===== src/rtl/pc_fetch_unit_if.sv =====
// Signal bundle between the PC fetch unit, its next-address mux, the instruction
// memory and the decode stage. "master" is the fetch unit; "slave" is everything around it.
interface pc_fetch_unit_if;
    logic [31:0] pc_next;
    logic        instr_ready;
    logic        imem_ack;
    logic [31:0] imem_rdata;
    logic        imem_req;
    logic [31:0] imem_addr;
    logic [31:0] pc;
    logic [31:0] pc4;
    logic [31:0] instr;
    logic        instr_valid;
    logic        fault;
    logic [1:0]  fault_code;
    logic [31:0] retire_count;

    modport master (
        input  pc_next, instr_ready, imem_ack, imem_rdata,
        output imem_req, imem_addr, pc, pc4, instr, instr_valid,
               fault, fault_code, retire_count
    );

    modport slave (
        output pc_next, instr_ready, imem_ack, imem_rdata,
        input  imem_req, imem_addr, pc, pc4, instr, instr_valid,
               fault, fault_code, retire_count
    );
endinterface


===== src/rtl/pc_fetch_unit.sv =====
// Single-outstanding instruction fetch unit: requests the word at pc, holds it until
// decode accepts, then moves to the next PC. Misaligned PCs and memory timeouts halt it.
module pc_fetch_unit #(
    parameter logic [31:0] RESET_PC = 32'h0000_0000,
    parameter int          TIMEOUT  = 16
) (
    input  logic             clk,
    input  logic             rst_n,
    pc_fetch_unit_if.master  bus
);

    typedef enum logic [1:0] {
        S_IDLE  = 2'd0,
        S_REQ   = 2'd1,
        S_HOLD  = 2'd2,
        S_FAULT = 2'd3
    } state_t;

    localparam logic [1:0] CODE_NONE    = 2'b00;
    localparam logic [1:0] CODE_MISALIGN = 2'b01;
    localparam logic [1:0] CODE_TIMEOUT = 2'b10;
    // Last counter value before the timeout fires; an ack on that cycle still wins.
    localparam logic [7:0] TMO_LAST = 8'(TIMEOUT - 1);

    state_t      r_state;
    logic [31:0] r_pc;
    logic [31:0] r_instr;
    logic [1:0]  r_fault_code;
    logic [31:0] r_retire;
    logic [7:0]  r_tcnt;

    state_t      w_state_next;
    logic [31:0] w_pc_next;
    logic [31:0] w_instr_next;
    logic [1:0]  w_fault_code_next;
    logic [31:0] w_retire_next;
    logic [7:0]  w_tcnt_next;

    always_ff @(posedge clk or negedge rst_n) begin
        if (!rst_n) begin
            r_state      <= S_IDLE;
            r_pc         <= RESET_PC;
            r_instr      <= 32'h0;
            r_fault_code <= CODE_NONE;
            r_retire     <= 32'h0;
            r_tcnt       <= 8'h0;
        end else begin
            r_state      <= w_state_next;
            r_pc         <= w_pc_next;
            r_instr      <= w_instr_next;
            r_fault_code <= w_fault_code_next;
            r_retire     <= w_retire_next;
            r_tcnt       <= w_tcnt_next;
        end
    end

    always_comb begin
        w_state_next      = r_state;
        w_pc_next         = r_pc;
        w_instr_next      = r_instr;
        w_fault_code_next = r_fault_code;
        w_retire_next     = r_retire;
        w_tcnt_next       = r_tcnt;

        case (r_state)
            S_IDLE: begin
                if (r_pc[1:0] == 2'b00) begin
                    w_state_next = S_REQ;
                    w_tcnt_next  = 8'h0;
                end else begin
                    w_state_next      = S_FAULT;
                    w_fault_code_next = CODE_MISALIGN;
                end
            end
            S_REQ: begin
                if (bus.imem_ack) begin
                    w_instr_next = bus.imem_rdata;
                    w_state_next = S_HOLD;
                end else if (r_tcnt == TMO_LAST) begin
                    w_state_next      = S_FAULT;
                    w_fault_code_next = CODE_TIMEOUT;
                end else begin
                    w_tcnt_next = r_tcnt + 8'd1;
                end
            end
            S_HOLD: begin
                // pc_next is only looked at on the accept edge.
                if (bus.instr_ready) begin
                    w_pc_next     = bus.pc_next;
                    w_retire_next = r_retire + 32'd1;
                    if (bus.pc_next[1:0] == 2'b00) begin
                        w_state_next = S_REQ;
                        w_tcnt_next  = 8'h0;
                    end else begin
                        w_state_next      = S_FAULT;
                        w_fault_code_next = CODE_MISALIGN;
                    end
                end
            end
            S_FAULT: begin
                w_state_next = S_FAULT;
            end
            default: begin
                w_state_next = S_IDLE;
            end
        endcase
    end

    assign bus.imem_req     = (r_state == S_REQ);
    assign bus.imem_addr    = r_pc;
    assign bus.pc           = r_pc;
    assign bus.pc4          = r_pc + 32'd4;
    assign bus.instr        = r_instr;
    assign bus.instr_valid  = (r_state == S_HOLD);
    assign bus.fault        = (r_state == S_FAULT);
    assign bus.fault_code   = r_fault_code;
    assign bus.retire_count = r_retire;

endmodule

===== src/flat_wrapper.sv =====
// flat-port wrapper written by rule: the top's interface ports become plain ports
module pc_fetch_unit_flat 
#(
    parameter logic [31:0] RESET_PC = 32'h0000_0000,
    parameter int          TIMEOUT  = 16
)
  (clk, rst_n, bus_pc_next, bus_instr_ready, bus_imem_ack, bus_imem_rdata, bus_imem_req, bus_imem_addr, bus_pc, bus_pc4, bus_instr, bus_instr_valid, bus_fault, bus_fault_code, bus_retire_count);
  pc_fetch_unit_if bus_i ();
  input  logic clk;
  input  logic rst_n;
  input wire logic [$bits(bus_i.pc_next)-1:0] bus_pc_next;
  input wire logic [$bits(bus_i.instr_ready)-1:0] bus_instr_ready;
  input wire logic [$bits(bus_i.imem_ack)-1:0] bus_imem_ack;
  input wire logic [$bits(bus_i.imem_rdata)-1:0] bus_imem_rdata;
  output wire logic [$bits(bus_i.imem_req)-1:0] bus_imem_req;
  output wire logic [$bits(bus_i.imem_addr)-1:0] bus_imem_addr;
  output wire logic [$bits(bus_i.pc)-1:0] bus_pc;
  output wire logic [$bits(bus_i.pc4)-1:0] bus_pc4;
  output wire logic [$bits(bus_i.instr)-1:0] bus_instr;
  output wire logic [$bits(bus_i.instr_valid)-1:0] bus_instr_valid;
  output wire logic [$bits(bus_i.fault)-1:0] bus_fault;
  output wire logic [$bits(bus_i.fault_code)-1:0] bus_fault_code;
  output wire logic [$bits(bus_i.retire_count)-1:0] bus_retire_count;
  assign bus_i.pc_next = bus_pc_next;
  assign bus_i.instr_ready = bus_instr_ready;
  assign bus_i.imem_ack = bus_imem_ack;
  assign bus_i.imem_rdata = bus_imem_rdata;
  assign bus_imem_req = bus_i.imem_req;
  assign bus_imem_addr = bus_i.imem_addr;
  assign bus_pc = bus_i.pc;
  assign bus_pc4 = bus_i.pc4;
  assign bus_instr = bus_i.instr;
  assign bus_instr_valid = bus_i.instr_valid;
  assign bus_fault = bus_i.fault;
  assign bus_fault_code = bus_i.fault_code;
  assign bus_retire_count = bus_i.retire_count;
  pc_fetch_unit #(.RESET_PC(RESET_PC), .TIMEOUT(TIMEOUT)) u_core (.clk(clk), .rst_n(rst_n), .bus(bus_i));
endmodule

===== config.mk =====
export PLATFORM = sky130hd
export DESIGN_NAME = pc_fetch_unit_flat
export DESIGN_NICKNAME = d
export VERILOG_FILES = /design/src/rtl/pc_fetch_unit_if.sv /design/src/rtl/pc_fetch_unit.sv /design/src/flat_wrapper.sv
export SDC_FILE = /design/constraint.sdc
export NUM_CORES = 1
export LEC_CHECK = 0
export ABC_AREA = 1
export CORE_ASPECT_RATIO = 0.75
export CORE_UTILIZATION = 49
export CTS_BUF_LIST = sky130_fd_sc_hd__clkbuf_4
export CTS_CLUSTER_SIZE = 40
export DETAILED_ROUTE_END_ITERATION = 16
export HOLD_SLACK_MARGIN = 0.03
export PLACE_DENSITY = 0.89
export RECOVER_POWER = 100
export SETUP_SLACK_MARGIN = 0.15
export SLEW_MARGIN = 20
export SYNTH_ARGS = -nofsm -noshare
export SYNTH_HDL_FRONTEND = slang
export SYNTH_SLANG_ARGS = --single-unit

===== constraint.sdc =====
create_clock -name clk -period 2.9 [get_ports clk]
set_input_delay 0.58 -clock clk [delete_from_list [all_inputs] [get_ports clk]]
set_output_delay 0.58 -clock clk [all_outputs]
set_load 0.005 [all_outputs]

==> run_results.csv, run 1 <==
group,metric,value,unit
clock_network,cts_buffer_depth,2,
floorplan,placementRows,34,
floorplan,die_h,96.3,um
routing,vias_per_cell,4.99,
timing,skew,0.0136,ns
timing,worst_slew_pin_slew,1.32,ns
critical_path,cp.arrival,2.09,ns
yosys,synth_top_cell_by_area,"dfrtp_1",
grt,antenna_found_initial,0,
grt,grt_pass1_vias,5428,
routing,drc_errors,0,
routing,ant_nets,0,
timing,max_freq,374,MHz
clock_network,root_buffer,"clkbuf_4",
clock_network,clk_pin_slew_worst_paths,0.17,ns
critical_path,rr_startpoint,"u_core.r_state[0]",
routing,routed_wirelength,17200,um
grt,overflow,0,
yosys,synth.distinct_cells,28,
job,timing.max_cap.violations,0,
cells_and_area,area_growth,48.5,%
grt,grt_start_max_net_pins,54,
critical_path,rrSetupSlack,0.45,ns
power,p_sw,2.24,mW
grt,grt_usage,0.285,
floorplan,start_util,0.502,
yosys,synth_edf_count,0,
cells_and_area,final_common_cell,"nand2_1",
yosys,yosys.area_share.simple,0.297,
critical_path,reg2reg_to,"u_core.bus.imem_addr[15]",
critical_path,end_kind,"output port",
clock_network,htreeDepth,3,
critical_path,reg2reg_depth,6,
yosys,ys_seq_elements,108,
timing,finalSetupTns,0,ns
power,combinationalPowerShare,0.493,
floorplan,die_area,12300,sq um
placed_design,place_hpwl,12800,um
yosys,avgSynthCellArea,8.01,sq um
yosys,synthMuxAreaShare,0.0638,
yosys,synth_warnings,0,
timing,rsz0062_at_grt,"yes",
yosys,synth_top_area_frac,0.465,
yosys,synthAdderAreaFrac,0.00646,
routing,wire_per_inst,15.1,um
placed_design,port_buffers,232,
cells_and_area,antennaDiodeCount,0,
floorplan,fp.dieW,128,um
critical_path,path_max_fanout,5,
yosys,synthCells,725,
timing,fin_crit,2.67,ns
yosys,ys_async_sr_fraction,1.00,
routing,dr.pass1.iters,7,
clock_network,numCtsBuffers,9,
yosys,synth_xor_area_frac,0.0483,
timing,slew_viol_final,0,
cells_and_area,drive_gt1_frac,0.104,
power,p_sw_frac,0.366,
floorplan,coreArea,11600,sq um
yosys,synth_top_cells_by_area,"dfrtp_1, nand2_1, mux2_1, buf_4, nor2_1",
yosys,netlist_area,5810,sq um
timing,relSlewSlack,0.123,
power,vdd_ir_drop_max,371,uV
yosys,synth-compound-area-share,0.0237,
critical_path,crit_type,"reg -> out",
status,outcome,"finished clean",
yosys,syn_nets,796,
power,power.density,709,nW/um^2
placed_design,gp_congestion,0.910,
yosys,yosysSeqAreaShare,0.465,
power,power.total,6.11,mW
clock_network,cts_sinks,108,
timing,setup_viol,0,
clock_network,clk_latency,0.46,ns
routing,first_iter_violations,310,
timing,hold_violations,0,
power,p_int,3.88,mW
timing,post-route-period-util,0.922,
hold_path,hold_class,"in -> async",
power,seqPwrFrac,0.388,
power,p_leak,4.13,nW
yosys,synth_top_family_by_area,"simple AND/OR/NAND/NOR gates",
grt,grt_pass1_wl,27000,um
critical_path,worst_setup_path_start_kind,"flip-flop",
critical_path,worstPathRequired,2.32,ns
cells_and_area,final_cell_mix,"nand2_1, dlygate4sd3_1, dfrtp_1",
yosys,yosys_most_used_dff,"dfrtp_1",
floorplan,pin_count,233,
clock_network,cts_tree,"yes",
cells_and_area,nets,1044,
routing,vias,5692,
power,pwr-share-clk,0.119,
## power by group through the flow
stage	logic (mW)	clock network, mW	registers, mW
after CTS	3.29	0.744	2.38
final	3.01	0.727	2.37
after detailed placement	2.98	0	2.44
after global placement	2.92	0	2.41
after floorplan	1.07	0	2.39
after global routing	3.28	0.809	2.44
## registers in the layout (all words and copies together), names as in the netlist
signal	count
u_core.bus.fault_code	2
u_core.bus.imem_addr	32
u_core.bus.instr	32
u_core.bus.retire_count	32
u_core.r_state	2
u_core.r_tcnt	8
## cells by family (layout without fill, tap and decap cells)
| family | count (synthesis) | after routing |
|---|---|---|
| muxes | 33 | 33 |
| AOI/OAI and AO/OA | 27 | 27 |
| DFF | 108 | 108 |
| and+or+nand+nor | 412 | 412 |
| buffers and inverters | 110 | 363 |
| xor gates and xnor gates | 32 | 32 |
| adders and majority gates | 3 | 3 |
## layer usage
layer,vias to the layer above,track usage,part of all wire
met4,0,0.0775,0.015
met2,201,0.500,0.50
li1,2746,-,-
met1,2719,0.361,0.42
met5,-,0,0
met3,26,0.0600,0.059
## critical path: stages, from the launching register on
cell           delay (ns)
dfrtp_1              0.44
ha_4                 0.17
nand3_4              0.10
nor2_4               0.14
nand2_4              0.08
inv_4                0.06
nand2_1              0.17
xor2_1               0.20
dlygate4sd2_1        0.27
## cells in the mapped netlist (3+ instances only)
library cell and instances:
buf_4 38, clkbuf_1 7, dfrtp_1 108, ha_1 3
inv_1 62, mux2_1 30, nand2_1 253, nand3_1 38
nand3b_1 10, nand4_1 12, nor2_1 71, nor2_2 3
nor3_1 18, o21ai_0 25, xnor2_1 9, xor2_1 23
## stage by stage
step | cell area [sq um] | hold slack [ns] | instances | util | setup WS (ns)
after global placement | 8120 | 0.381 | 1086 | 0.702 | 0.324
after global routing | 8630 | 0.410 | 1140 | 0.745 | 0.0679
after detailed placement | 8120 | 0.380 | 1086 | 0.702 | 0.255
after CTS | 8640 | 0.388 | 1137 | 0.747 | 0.0402
final | 8630 | 0.452 | 1140 | 0.745 | 0.225
after floorplan | 5810 | 0.284 | 725 | - | 0.894
## cell type report
cell class / count / area, sq um
well taps: 162 / 203
clock buffers: 9 / 67.6
multi-input cells: 507 / 2710
repair buffers: 282 / 2640
clock inverters: 7 / 58.8
flip-flops and latches: 108 / 2710
inverters: 65 / 246
fillers: 871 / 2950
## worst max-delay path by stage
stage                       startpoint           to  cells past startpoint
2_1_floorplan  u_core.bus.imem_addr[2]  bus_pc4[24]                      8
3_3_place_gp   u_core.bus.imem_addr[2]  bus_pc4[22]                     10
3_5_place_dp   u_core.bus.imem_addr[3]  bus_pc4[22]                     10
4_1_cts        u_core.bus.imem_addr[2]  bus_pc4[22]                     10
5_1_grt        u_core.bus.imem_addr[8]  bus_pc4[13]                      7
6_report       u_core.bus.imem_addr[3]  bus_pc4[16]                      8
## what timing repair did
| action | 4_1_cts | 5_1_grt |
|---|---|---|
| hold buffers | 1 | 0 |
| endpoints found under the hold margin | 3 | 0 |
| pin swaps | 9 | 6 |
| buffers inserted | 34 | 3 |
| endpoints found under the setup margin | 24 | 14 |
| resized for setup | 72 | 30 |
Note: power is estimated with default switching activity, not from simulation.
==> inputs of run 2 (changes only) <==
CORE_MARGIN = 1   (was unset)
SLEW_MARGIN = 10   (was 20)
==> results of run 2 <==
No change in the layout: final DEF, timing and power equal those of run 1.
==> inputs of run 3 (changes only) <==
ABC_CLOCK_PERIOD_IN_PS = 2900   (was unset)
==> results of run 3 <==
No change in the layout: final DEF, timing and power equal those of run 1.
